$ cat src/rtl/sample_iterator_pkg.sv
// Shared raster definitions: walk FSM states, multisample codes and the
// sub-sample stride derived from a code.
package sample_iterator_pkg;

    typedef enum logic {
        WAIT_STATE = 1'b0,
        TEST_STATE = 1'b1
    } state_e;

    localparam logic [3:0] SS_1X  = 4'b1000;
    localparam logic [3:0] SS_4X  = 4'b0100;
    localparam logic [3:0] SS_16X = 4'b0010;
    localparam logic [3:0] SS_64X = 4'b0001;

    // Non-one-hot codes fall back to the 1x pixel stride.
    function automatic logic [31:0] stride_f(input logic [3:0] code, input int radix);
        logic [31:0] one;
        one = 32'd1;
        case (code)
            SS_4X:   return one << (radix - 1);
            SS_16X:  return one << (radix - 2);
            SS_64X:  return one << (radix - 3);
            default: return one << radix;
        endcase
    endfunction

endpackage

$ cat src/rtl/sample_stepper.sv
// Combinational raster step: next (x,y) and end-of-box flag. Steps are taken
// one bit wider than SIGFIG so a box touching +max cannot wrap the compare.
module sample_stepper #(
    parameter int SIGFIG = 24
) (
    input  logic signed [SIGFIG-1:0] x_i,
    input  logic signed [SIGFIG-1:0] y_i,
    input  logic signed [SIGFIG-1:0] ll_x_i,
    input  logic signed [SIGFIG-1:0] ur_x_i,
    input  logic signed [SIGFIG-1:0] ur_y_i,
    input  logic        [SIGFIG-1:0] stride_i,
    output logic signed [SIGFIG-1:0] next_x_o,
    output logic signed [SIGFIG-1:0] next_y_o,
    output logic                     end_box_o
);

    logic signed [SIGFIG:0] x_step;
    logic signed [SIGFIG:0] y_step;
    logic signed [SIGFIG:0] ur_x_ext;
    logic signed [SIGFIG:0] ur_y_ext;
    logic signed [SIGFIG:0] stride_ext;
    logic                   end_row;

    assign stride_ext = {1'b0, stride_i};
    assign ur_x_ext   = {ur_x_i[SIGFIG-1], ur_x_i};
    assign ur_y_ext   = {ur_y_i[SIGFIG-1], ur_y_i};
    assign x_step     = {x_i[SIGFIG-1], x_i} + stride_ext;
    assign y_step     = {y_i[SIGFIG-1], y_i} + stride_ext;

    assign end_row   = x_step > ur_x_ext;
    assign end_box_o = end_row && (y_step > ur_y_ext);
    assign next_x_o  = end_row ? ll_x_i : x_step[SIGFIG-1:0];
    assign next_y_o  = end_row ? y_step[SIGFIG-1:0] : y_i;

endmodule

$ cat src/rtl/sample_iterator.sv
// Walks every sub-sample of an accepted bounding box in raster order, one per
// cycle, with the latched triangle and color held alongside.
module sample_iterator
    import sample_iterator_pkg::*;
#(
    parameter int SIGFIG = 24,
    parameter int RADIX  = 10,
    parameter int VERTS  = 3,
    parameter int AXIS   = 3,
    parameter int COLORS = 3
) (
    input  logic                                         clk,
    input  logic                                         rst,
    input  logic signed [VERTS-1:0][AXIS-1:0][SIGFIG-1:0] tri_R13S,
    input  logic        [COLORS-1:0][SIGFIG-1:0]          color_R13U,
    input  logic signed [1:0][1:0][SIGFIG-1:0]            box_R13S,
    input  logic                                         validTri_R13H,
    input  logic [3:0]                                   subSample_RnnnnU,
    output logic                                         halt_RnnnnH,
    output logic signed [VERTS-1:0][AXIS-1:0][SIGFIG-1:0] tri_R14S,
    output logic        [COLORS-1:0][SIGFIG-1:0]          color_R14U,
    output logic signed [1:0][SIGFIG-1:0]                 sample_R14S,
    output logic                                         validSamp_R14H
);

    state_e state_q, state_d;

    logic signed [SIGFIG-1:0] x_q, y_q;
    logic signed [SIGFIG-1:0] ll_x_q, ur_x_q, ur_y_q;
    logic        [SIGFIG-1:0] stride_q, stride_d;
    logic signed [SIGFIG-1:0] next_x, next_y;
    logic                     end_box;
    logic                     box_ok;
    logic                     accept;
    logic                     valid_q;

    logic signed [VERTS-1:0][AXIS-1:0][SIGFIG-1:0] tri_q;
    logic        [COLORS-1:0][SIGFIG-1:0]          color_q;

    assign box_ok = ($signed(box_R13S[1][0]) >= $signed(box_R13S[0][0])) &&
                    ($signed(box_R13S[1][1]) >= $signed(box_R13S[0][1]));
    assign stride_d = SIGFIG'(stride_f(subSample_RnnnnU, RADIX));

    sample_stepper #(.SIGFIG(SIGFIG)) u_stepper (
        .x_i       (x_q),
        .y_i       (y_q),
        .ll_x_i    (ll_x_q),
        .ur_x_i    (ur_x_q),
        .ur_y_i    (ur_y_q),
        .stride_i  (stride_q),
        .next_x_o  (next_x),
        .next_y_o  (next_y),
        .end_box_o (end_box)
    );

    always_ff @(posedge clk or negedge rst) begin
        if (!rst) state_q <= WAIT_STATE;
        else      state_q <= state_d;
    end

    always_comb begin
        state_d = state_q;
        case (state_q)
            WAIT_STATE: if (accept)  state_d = TEST_STATE;
            TEST_STATE: if (end_box) state_d = WAIT_STATE;
            default:                 state_d = WAIT_STATE;
        endcase
    end

    always_comb begin
        halt_RnnnnH = (state_q == WAIT_STATE);
        accept      = halt_RnnnnH && validTri_R13H && box_ok;
    end

    // Box and stride are frozen at accept so upstream may move on.
    always_ff @(posedge clk or negedge rst) begin
        if (!rst) begin
            valid_q  <= 1'b0;
            x_q      <= '0;
            y_q      <= '0;
            ll_x_q   <= '0;
            ur_x_q   <= '0;
            ur_y_q   <= '0;
            stride_q <= '0;
            tri_q    <= '0;
            color_q  <= '0;
        end else begin
            valid_q <= (state_d == TEST_STATE);
            if (accept) begin
                x_q      <= box_R13S[0][0];
                y_q      <= box_R13S[0][1];
                ll_x_q   <= box_R13S[0][0];
                ur_x_q   <= box_R13S[1][0];
                ur_y_q   <= box_R13S[1][1];
                stride_q <= stride_d;
                tri_q    <= tri_R13S;
                color_q  <= color_R13U;
            end else if (state_q == TEST_STATE) begin
                x_q <= next_x;
                y_q <= next_y;
            end
        end
    end

    assign tri_R14S       = tri_q;
    assign color_R14U     = color_q;
    assign sample_R14S[0] = x_q;
    assign sample_R14S[1] = y_q;
    assign validSamp_R14H = valid_q;

endmodule
$ cat config.mk
export PLATFORM = sky130hd
export DESIGN_NAME = sample_iterator
export DESIGN_NICKNAME = d
export VERILOG_FILES = /design/src/rtl/sample_iterator_pkg.sv /design/src/rtl/sample_stepper.sv /design/src/rtl/sample_iterator.sv
export SDC_FILE = /design/constraint.sdc
export NUM_CORES = 1
export LEC_CHECK = 0
export CAP_MARGIN = 5
export CORE_MARGIN = 2
export CORE_UTILIZATION = 28
export CTS_BUF_LIST = sky130_fd_sc_hd__clkbuf_4 sky130_fd_sc_hd__clkbuf_8
export CTS_CLUSTER_DIAMETER = 40
export DETAILED_ROUTE_END_ITERATION = 8
export DONT_BUFFER_PORTS = 1
export GPL_TIMING_DRIVEN = 0
export HOLD_SLACK_MARGIN = 0.02
export MAX_ROUTING_LAYER = met4
export PLACE_DENSITY_LB_ADDON = 0.2
export SYNTH_ARGS = -nofsm -noshare
export SYNTH_HDL_FRONTEND = slang
export SYNTH_HIERARCHICAL = 1
export SYNTH_SLANG_ARGS = --single-unit
$ cat constraint.sdc
create_clock -name clk -period 6 [get_ports clk]
set_clock_uncertainty 0.1 [all_clocks]
set_input_delay 1.2 -clock clk [delete_from_list [all_inputs] [get_ports clk]]
set_output_delay 1.2 -clock clk [all_outputs]
set_load 0.02 [all_outputs]
### Yosys cells after proc, flatten, opt, wreduce, memory -nomap -nowiden

Cells that the tools add are included.

* register bits: 433
* output and inout bits: 338
* word-level logic and storage cells: 46
* bits of input ports: 391

* equality and inequality tests: 3
* reductions and logical operators: 7
* add/sub/neg operators: 2
* $lt $le $gt $ge: 4
* mux-type cells: 10
* bitwise gates (word level): 1

Operators by type and width (count)
* $mux 24: 6
* $add 25x24->25: 2
* $gt 25x24->1: 2
* $ge 24x24->1: 2
* $pmux 11 s3: 1
* $eq 4x1->1 const B: 1
* $eq 4x2->1 const B: 1
* $eq 4x3->1 const B: 1
* $logic_and 1x1->1: 4
* $reduce_bool 2->1: 2
* $mux 1: 2
* $pmux 1 s2: 1
* $reduce_and 2->1: 1
* $not 1->1: 1

### Depth between registers and ports, before layout

Gate-level depths: netlist of the first run.

* depth after elaboration: 5
* gate-level depth with buffers: 20

### Cells and area by module

Netlist of the first run, hierarchy kept.

By module, submodules not included
* sample_iterator: cells an instance 1171, area each 17316.6 um2, times used 1
* sample_stepper: cells an instance 612, area each 4518.1 um2, times used 1

### Least setup slack after synthesis of the first run

No wires, ideal clock.

* path type: reg2reg
* from: register x_q[11]
* to: register x_q[0]
* setup time: 0.125 ns
* stages on the path, launching flop included: 19
* arrival: 4.482 ns
* path slack: 1.293 ns
* cell sequence: dfrtp_1 > ha_1 > clkbuf_2 > a21oi_1 > nand2_1 > o21a_1 > a311o_1 > a21bo_2 > a21oi_1 > ha_1 > nand3_1 > nor4_1 > a2111oi_0 > nand4_1 > a31oi_2 > buf_2 > mux2_2 > mux2_2 > mux2_2

* word-level cells in the longest chain between the ends: 5

RTL lines
* start, declared: line sample_iterator.sv:28 `logic signed [SIGFIG-1:0] x_q, y_q;`
* start signal, assigned: line sample_iterator.sv:90 `x_q <= box_R13S[0][0];`
* start signal, assigned: line sample_iterator.sv:99 `x_q <= next_x;`
* $add 25x24->25: line sample_stepper.sv:27 `assign x_step = {x_i[SIGFIG-1], x_i} + stride_ext;`
* $gt 25x24->1: line sample_stepper.sv:30 `assign end_row = x_step > ur_x_ext;`
* $mux 24: line sample_stepper.sv:32 `assign next_x_o = end_row ? ll_x_i : x_step[SIGFIG-1:0];`
* named net next_x[0]: line sample_iterator.sv:31 `logic signed [SIGFIG-1:0] next_x, next_y;`
* $mux 24: line sample_iterator.sv:98 `end else if (state_q == TEST_STATE) begin`
* $mux 24: line sample_iterator.sv:89 `if (accept) begin`

The timed path passes the listed nets, and every way through them passes these cells. The select of a mux whose other input is x is not followed.
A chain may end at the register's enable or synchronous reset.

### Worst setup path after layout of the first run

Same ends and word-level chain as after synthesis.

==> results.cfg, run 1 <==
[placed_design]
numPortBuffers = 0
place.gp.congestion = 0.966
dp_hpwl_mm = 67.2

[setup_path]
startpoint = x_q[11]
reg2reg_from = x_q[11]
slowest_delay_ps = 490
critPathKind = flip-flop to flip-flop
r2r_slack_ps = 390
crit_slowest_cell = dfrtp_1
critPathArrivalTime_ps = 6050
start_kind = flip-flop
crit_chain = ha_1 > clkbuf_2 > a21oi_1 > nand2_1 > o21a_1 > a311o_1 > a21bo_2 > a21oi_1 > ha_1 > nand3_1 > nor4_1 > a2111oi_0 > nand4_1 > a31oi_4 > buf_2 > mux2_2 > mux2_2 > mux2_2
worstPathRequired_ps = 6440
endpoint_kind = flip-flop
cpMostUsedCell = mux2_2
cp_max_fo = 10

[final_layout]
nets = 2449
fillers = 7852
fin_util_pct = 32.8
multi_input_area_sq_um = 10600
syn_to_final_growth_pct = 16.3
seqCellArea_sq_um = 10300
drive_gt1_share_pct = 24.4
final_common_cell = dfrtp_1
final_cell_mix = dfrtp_1 (413), mux2_2 (255), mux2_1 (156)

[power]
power_mw = 17.1
ir_worst_vdd_mv = 0.322
power_density_nw_per_um2 = 673
p_leak_nw = 11.4

[routing]
drtAntennaViolNets = 0
drt-pass1-iter-count = 4
drcViolationCount = 0
dr_total_vias = 15000
wl_per_cell_microns = 27.2
drt-initial-drc-count = 768
wl_mm = 82.8
via_per_inst = 4.92

[grt]
overflow = 0
grt_pass1_vias = 15500
grt.total_usage_pct = 20.8
grt_max_degree = 414
grt_pass1_wl_mm = 118
antenna_found_initial = 52

[synth]
ys_seq_area_share_pct = 47.3
synthArstFlopShare_pct = 100
synthCells = 1783
synth-main-ff-cell = dfrtp_1
synth-seq-cells = 413
yosysWarnings = 6
synth_edf_count = 0
syn_area_sq_um = 21800
synth_cell_types = 78
syn_area_per_cell_sq_um = 12.2

[clocking]
cts_tree = done
cts_root_buffer = clkbuf_8
cts_buffers = 84
clk_latency_ps = 660
clk_pin_slew_ps = 60
cts_hold_buffers = 0
cts.path.max_buffers = 3
clkSinkCount = 413
htreeDepth = 3

[timing]
slew_headroom_pct = 36.5
rsz0062_at_grt = false
report.final.slew_viol_count = 0
post-route-period-util_pct = 93.5
fin_setup_tns_ps = 0
clock.fmax_mhz = 178
period_needed_ps = 5610
setup_viol = 0
finalHoldViolCount = 0
tightest_slew_ps = 952

[run_status]
status = complete, no violations

[die]
core_area_sq_um = 77300
fp.dieW_microns = 283
die_h_microns = 283
dieArea_sq_um = 80200
ios = 729
initial_utilization_pct = 28.2
row_count = 102

[flow_run]
maxCapViolCount = 0

[worst_hold_path]
min_path_type = primary input to async pin
-- where the power goes --
group	switching, mW	internal [mW]	leakage (nW)	total [mW]
registers	3.13	4.18	4.93	7.31
logic	3.17	3.15	5.41	6.32
clock network	1.36	2.11	1.04	3.47
-- routing by layer --
layer  up-vias  global-route usage, %  share of wire (%)
met1      7497                   22.8                 37
met5         -                      -                  0
met4         0                   7.16                3.3
met2       620                   34.6                 49
li1       6752                      -                  -
met3       140                   7.97                9.9
-- final timing paths --
path	end	cells past startpoint
worst max-delay path	x_q[0]	18
worst min-delay path	color_R14U[4]	0
worst max register to register	x_q[0]	18
worst min register to register	ur_y_q[10]	1
max in group asynchronous	ur_y_q[16]	0
min in group clk	ur_y_q[10]	1
-- final cells by class --
| class | instances | area share (%) |
|---|---|---|
| clock inverters | 34 | 1.92 |
| flip-flops and latches | 413 | 40.7 |
| inverters | 139 | 2.05 |
| well taps | 1040 | 5.12 |
| plain buffers | 77 | 2.16 |
| diodes | 32 | 0.315 |
| multi-input cells | 1195 | 41.7 |
| clock buffers | 118 | 6.05 |
-- worst max-delay path, delay by kind of cell (launching register included) --
kind	cells	cell delay, ps
buffers and inverters	2	530
DFF	1	490
muxes	3	900
AOI/OAI and AO/OA	7	2220
and+or+nand+nor	4	620
adders and majority gates	2	630
-- synth_stat cells (5+ instances only) --
cell type / count / share of area [%]
buf_2: 22 / 0.50
mux2_1: 156 / 8.0
nand2_1: 70 / 1.2
and2_1: 5 / 0.14
a31oi_1: 9 / 0.26
or2_2: 5 / 0.14
nor2_1: 31 / 0.53
clkbuf_1: 23 / 0.40
a21oi_1: 74 / 1.7
a211oi_1: 8 / 0.28
xor2_1: 19 / 0.76
ha_1: 146 / 8.4
mux2_2: 255 / 13
mux2i_1: 48 / 2.2
xnor2_1: 20 / 0.80
buf_4: 11 / 0.38
buf_6: 8 / 0.41
or3_1: 6 / 0.17
o311ai_1: 25 / 1.0
nor2b_1: 8 / 0.23
nand4_1: 20 / 0.57
o211ai_1: 29 / 1.0
inv_1: 138 / 2.4
nand3_1: 33 / 0.76
nor3_1: 14 / 0.32
a21o_1: 27 / 0.93
o21ai_0: 40 / 0.92
a311oi_1: 6 / 0.24
buf_8: 10 / 0.69
o21a_1: 14 / 0.48
and3_1: 10 / 0.29
dfrtp_1: 413 / 47
nor4_1: 7 / 0.20
-- timing repair --
action | 4_1_cts | 5_1_grt
buffers inserted | 0 | 0
endpoints found under the setup margin | 0 | 1
resized for setup | 0 | 1
-- kinds of logic after synthesis --
kind of cell    Yosys count  share of synthesized area (%)
mux                     460                           23.5
flops                   413                           47.3
compound gates          283                           9.03
simple gates            223                           5.14
buf+inv                 216                           4.90
fa+ha+maj               148                           8.55
xor+xnor                 39                           1.56
other cells               1                         0.0172
-- per-stage QoR --
step	setup slack, ps	hold WS (ps)	cell area (sq um)	std cells
4_1_cts	223	38.6	25300	3016
6_report	388	134	25400	3048
2_1_floorplan	1290	358	22000	1824
5_1_grt	1.91	60.0	25400	3045
3_3_place_gp	317	373	23300	2864
3_5_place_dp	312	375	23300	2864
-- registers in the layout, summed over array words and instances, names as in the netlist --
signal	cells
tri_R14S	216
color_R14U	72
validSamp_R14H	1
x_q	24
ll_x_q	24
stride_q	4
ur_y_q	24
y_q	24
ur_x_q	24
Note: power is estimated with default switching activity, not from simulation.
==> inputs of run 2 (changes only) <==
--- a/config.mk
+++ b/config.mk
@@ -6,11 +6,11 @@
 export NUM_CORES = 1
 export LEC_CHECK = 0
 export CAP_MARGIN = 5
-export CORE_MARGIN = 2
-export CORE_UTILIZATION = 28
+export CORE_AREA = 2 2 281 283
 export CTS_BUF_LIST = sky130_fd_sc_hd__clkbuf_4 sky130_fd_sc_hd__clkbuf_8
 export CTS_CLUSTER_DIAMETER = 40
 export DETAILED_ROUTE_END_ITERATION = 8
+export DIE_AREA = 0 0 283 285
 export DONT_BUFFER_PORTS = 1
 export GPL_TIMING_DRIVEN = 0
 export HOLD_SLACK_MARGIN = 0.02
==> run 2 against run 1 <==
Global-route usage up 0.12 points. Combinational power about the same. Power down 1.8%. Sequential share of layout area up 0.16 points. Highest routed layer unchanged. Critical path type unchanged.
==> results.cfg, run 2 (synthesized netlist as in run 1, its figures left out) <==
[die]
dieArea_sq_um = 80700
die_h_microns = 285
core_area_sq_um = 78000
ios = 729
initial_utilization_pct = 28.0
row_count = 103
fp.dieW_microns = 283

[clocking]
cts-resized-gates = 0
clk_pin_slew_ps = 50
clk_latency_ps = 680
cts_tree = done
htreeDepth = 3
clkSinkCount = 413
post_cts_buffers = 0
cts_hold_buffers = 0
cts.path.max_buffers = 3
cts_root_buffer = clkbuf_8
cts_buffers = 86

[placed_design]
dp.cells = 2874
numPortBuffers = 0
dp_hpwl_mm = 67.8
place.gp.congestion = 0.939
dp_slack_ps = 320

[final_layout]
largest_register_ffs = 216
final_common_cell = dfrtp_1
fin_util_pct = 32.5
drive_gt1_share_pct = 24.7
nets = 2451
syn_to_final_growth_pct = 15.9
final_cell_mix = dfrtp_1 (413), mux2_2 (255), mux2_1 (156)
fin_cells = 3068

[setup_path]
worstPathRequired_ps = 6440
cp_max_fo = 10
endpoint_kind = flip-flop
slowest_delay_ps = 640
critPathArrivalTime_ps = 6030
crit_slowest_cell = nor4_1
critPathKind = flip-flop to flip-flop
start_kind = flip-flop
cpMostUsedCell = mux2_2
crit_chain = ha_1 > a21oi_1 > o31ai_2 > a311oi_2 > o31ai_1 > xor2_1 > ha_1 > nand4_1 > nor4_1 > nand3_1 > a31oi_4 > clkbuf_4 > mux2_2 > mux2_2 > mux2_2

[grt]
overflow = 0
grt_pass1_wl_mm = 119
grt_max_degree = 414
antenna_found_initial = 58
grt_pass1_vias = 15900
grt.total_usage_pct = 21.0

[power]
power_density_nw_per_um2 = 664
ir_worst_vdd_mv = 0.301
p_leak_nw = 11.3
power_mw = 16.8

[routing]
via_per_inst = 4.92
drt-pass1-iter-count = 5
drtAntennaViolNets = 0
wl_mm = 83.4
dr_total_vias = 15100
drcViolationCount = 0
wl_per_cell_microns = 27.2
drt-initial-drc-count = 701

[timing]
setup_viol = 0
period_needed_ps = 5600
fin_ws_ps = 401
rsz0062_at_grt = false
slew_headroom_pct = 8.75
report.final.slew_viol_count = 0
clock.fmax_mhz = 179
tightest_slew_ps = 1370
fin_setup_tns_ps = 0
post-route-period-util_pct = 93.3
finalHoldViolCount = 0

[worst_hold_path]
min_path_type = primary input to async pin

[flow_run]
maxCapViolCount = 0

[run_status]
status = complete, no violations
==> run 2: cell count changes in the layout (fill, tap and decap cells not counted), sizes merged <==
cell,change
diode,+4
clkbuf,+8
clkinv,+4
bufinv,-7
buf,-1
clkinvlp,+2
==> run 2: critical path, delay by kind of cell (launching register included) <==
family          cells  cell delay, ps
compound gates      5            1600
simple gates        3            1100
fa+ha+maj           2             750
xor+xnor            1             210
mux                 3             870
flops               1             500
buf+inv             1             330
==> run 2: power breakdown <==
part / total [mW] / internal [mW] / leakage [nW] / switching, mW
combinational: 6.32 / 3.15 / 5.41 / 3.16
clock: 3.24 / 1.86 / 0.990 / 1.38
sequential: 7.23 / 4.18 / 4.93 / 3.05
total: 16.8 / 9.20 / 11.3 / 7.59
==> run 2: worst paths after layout <==
path                                start           end  slack, ps  cells after the start
worst max-delay path               x_q[8]        x_q[0]        400                     15
worst min-delay path                  rst  tri_R14S[44]        130                      0
worst max register to register     x_q[8]        x_q[0]        400                     15
worst min register to register  ur_x_q[8]     ur_x_q[8]        380                      1
max in group asynchronous             rst       y_q[14]       4560                      0
min in group clk                ur_x_q[8]     ur_x_q[8]        380                      1
==> run 2: cell type report <==
class                           count  area (sq um)
Multi-Input combinational cell   1195         10600
Clock buffer                      125          1590
Fill cell                        7922         52700
Clock inverter                     33           312
Antenna cell                       36          90.1
Tap cell                         1050          1310
Inverter                          139           522
Buffer                             77           551
Sequential cell                   413         10300
==> run 2: stage by stage <==
step           hold WS, ps  cell area, sq um
2_1_floorplan          358             22000
3_3_place_gp           373             23300
3_5_place_dp           375             23300
4_1_cts               23.6             25200
5_1_grt               58.0             25300
6_report               129             25300
==> run 2: metal layers <==
layer	GRT usage (%)	wire (microns)	up-vias
li1	-	-	6758
met1	22.8	31700	7574
met3	9.07	8480	136
met5	-	0	-
met2	34.7	40800	613
met4	6.22	2460	0
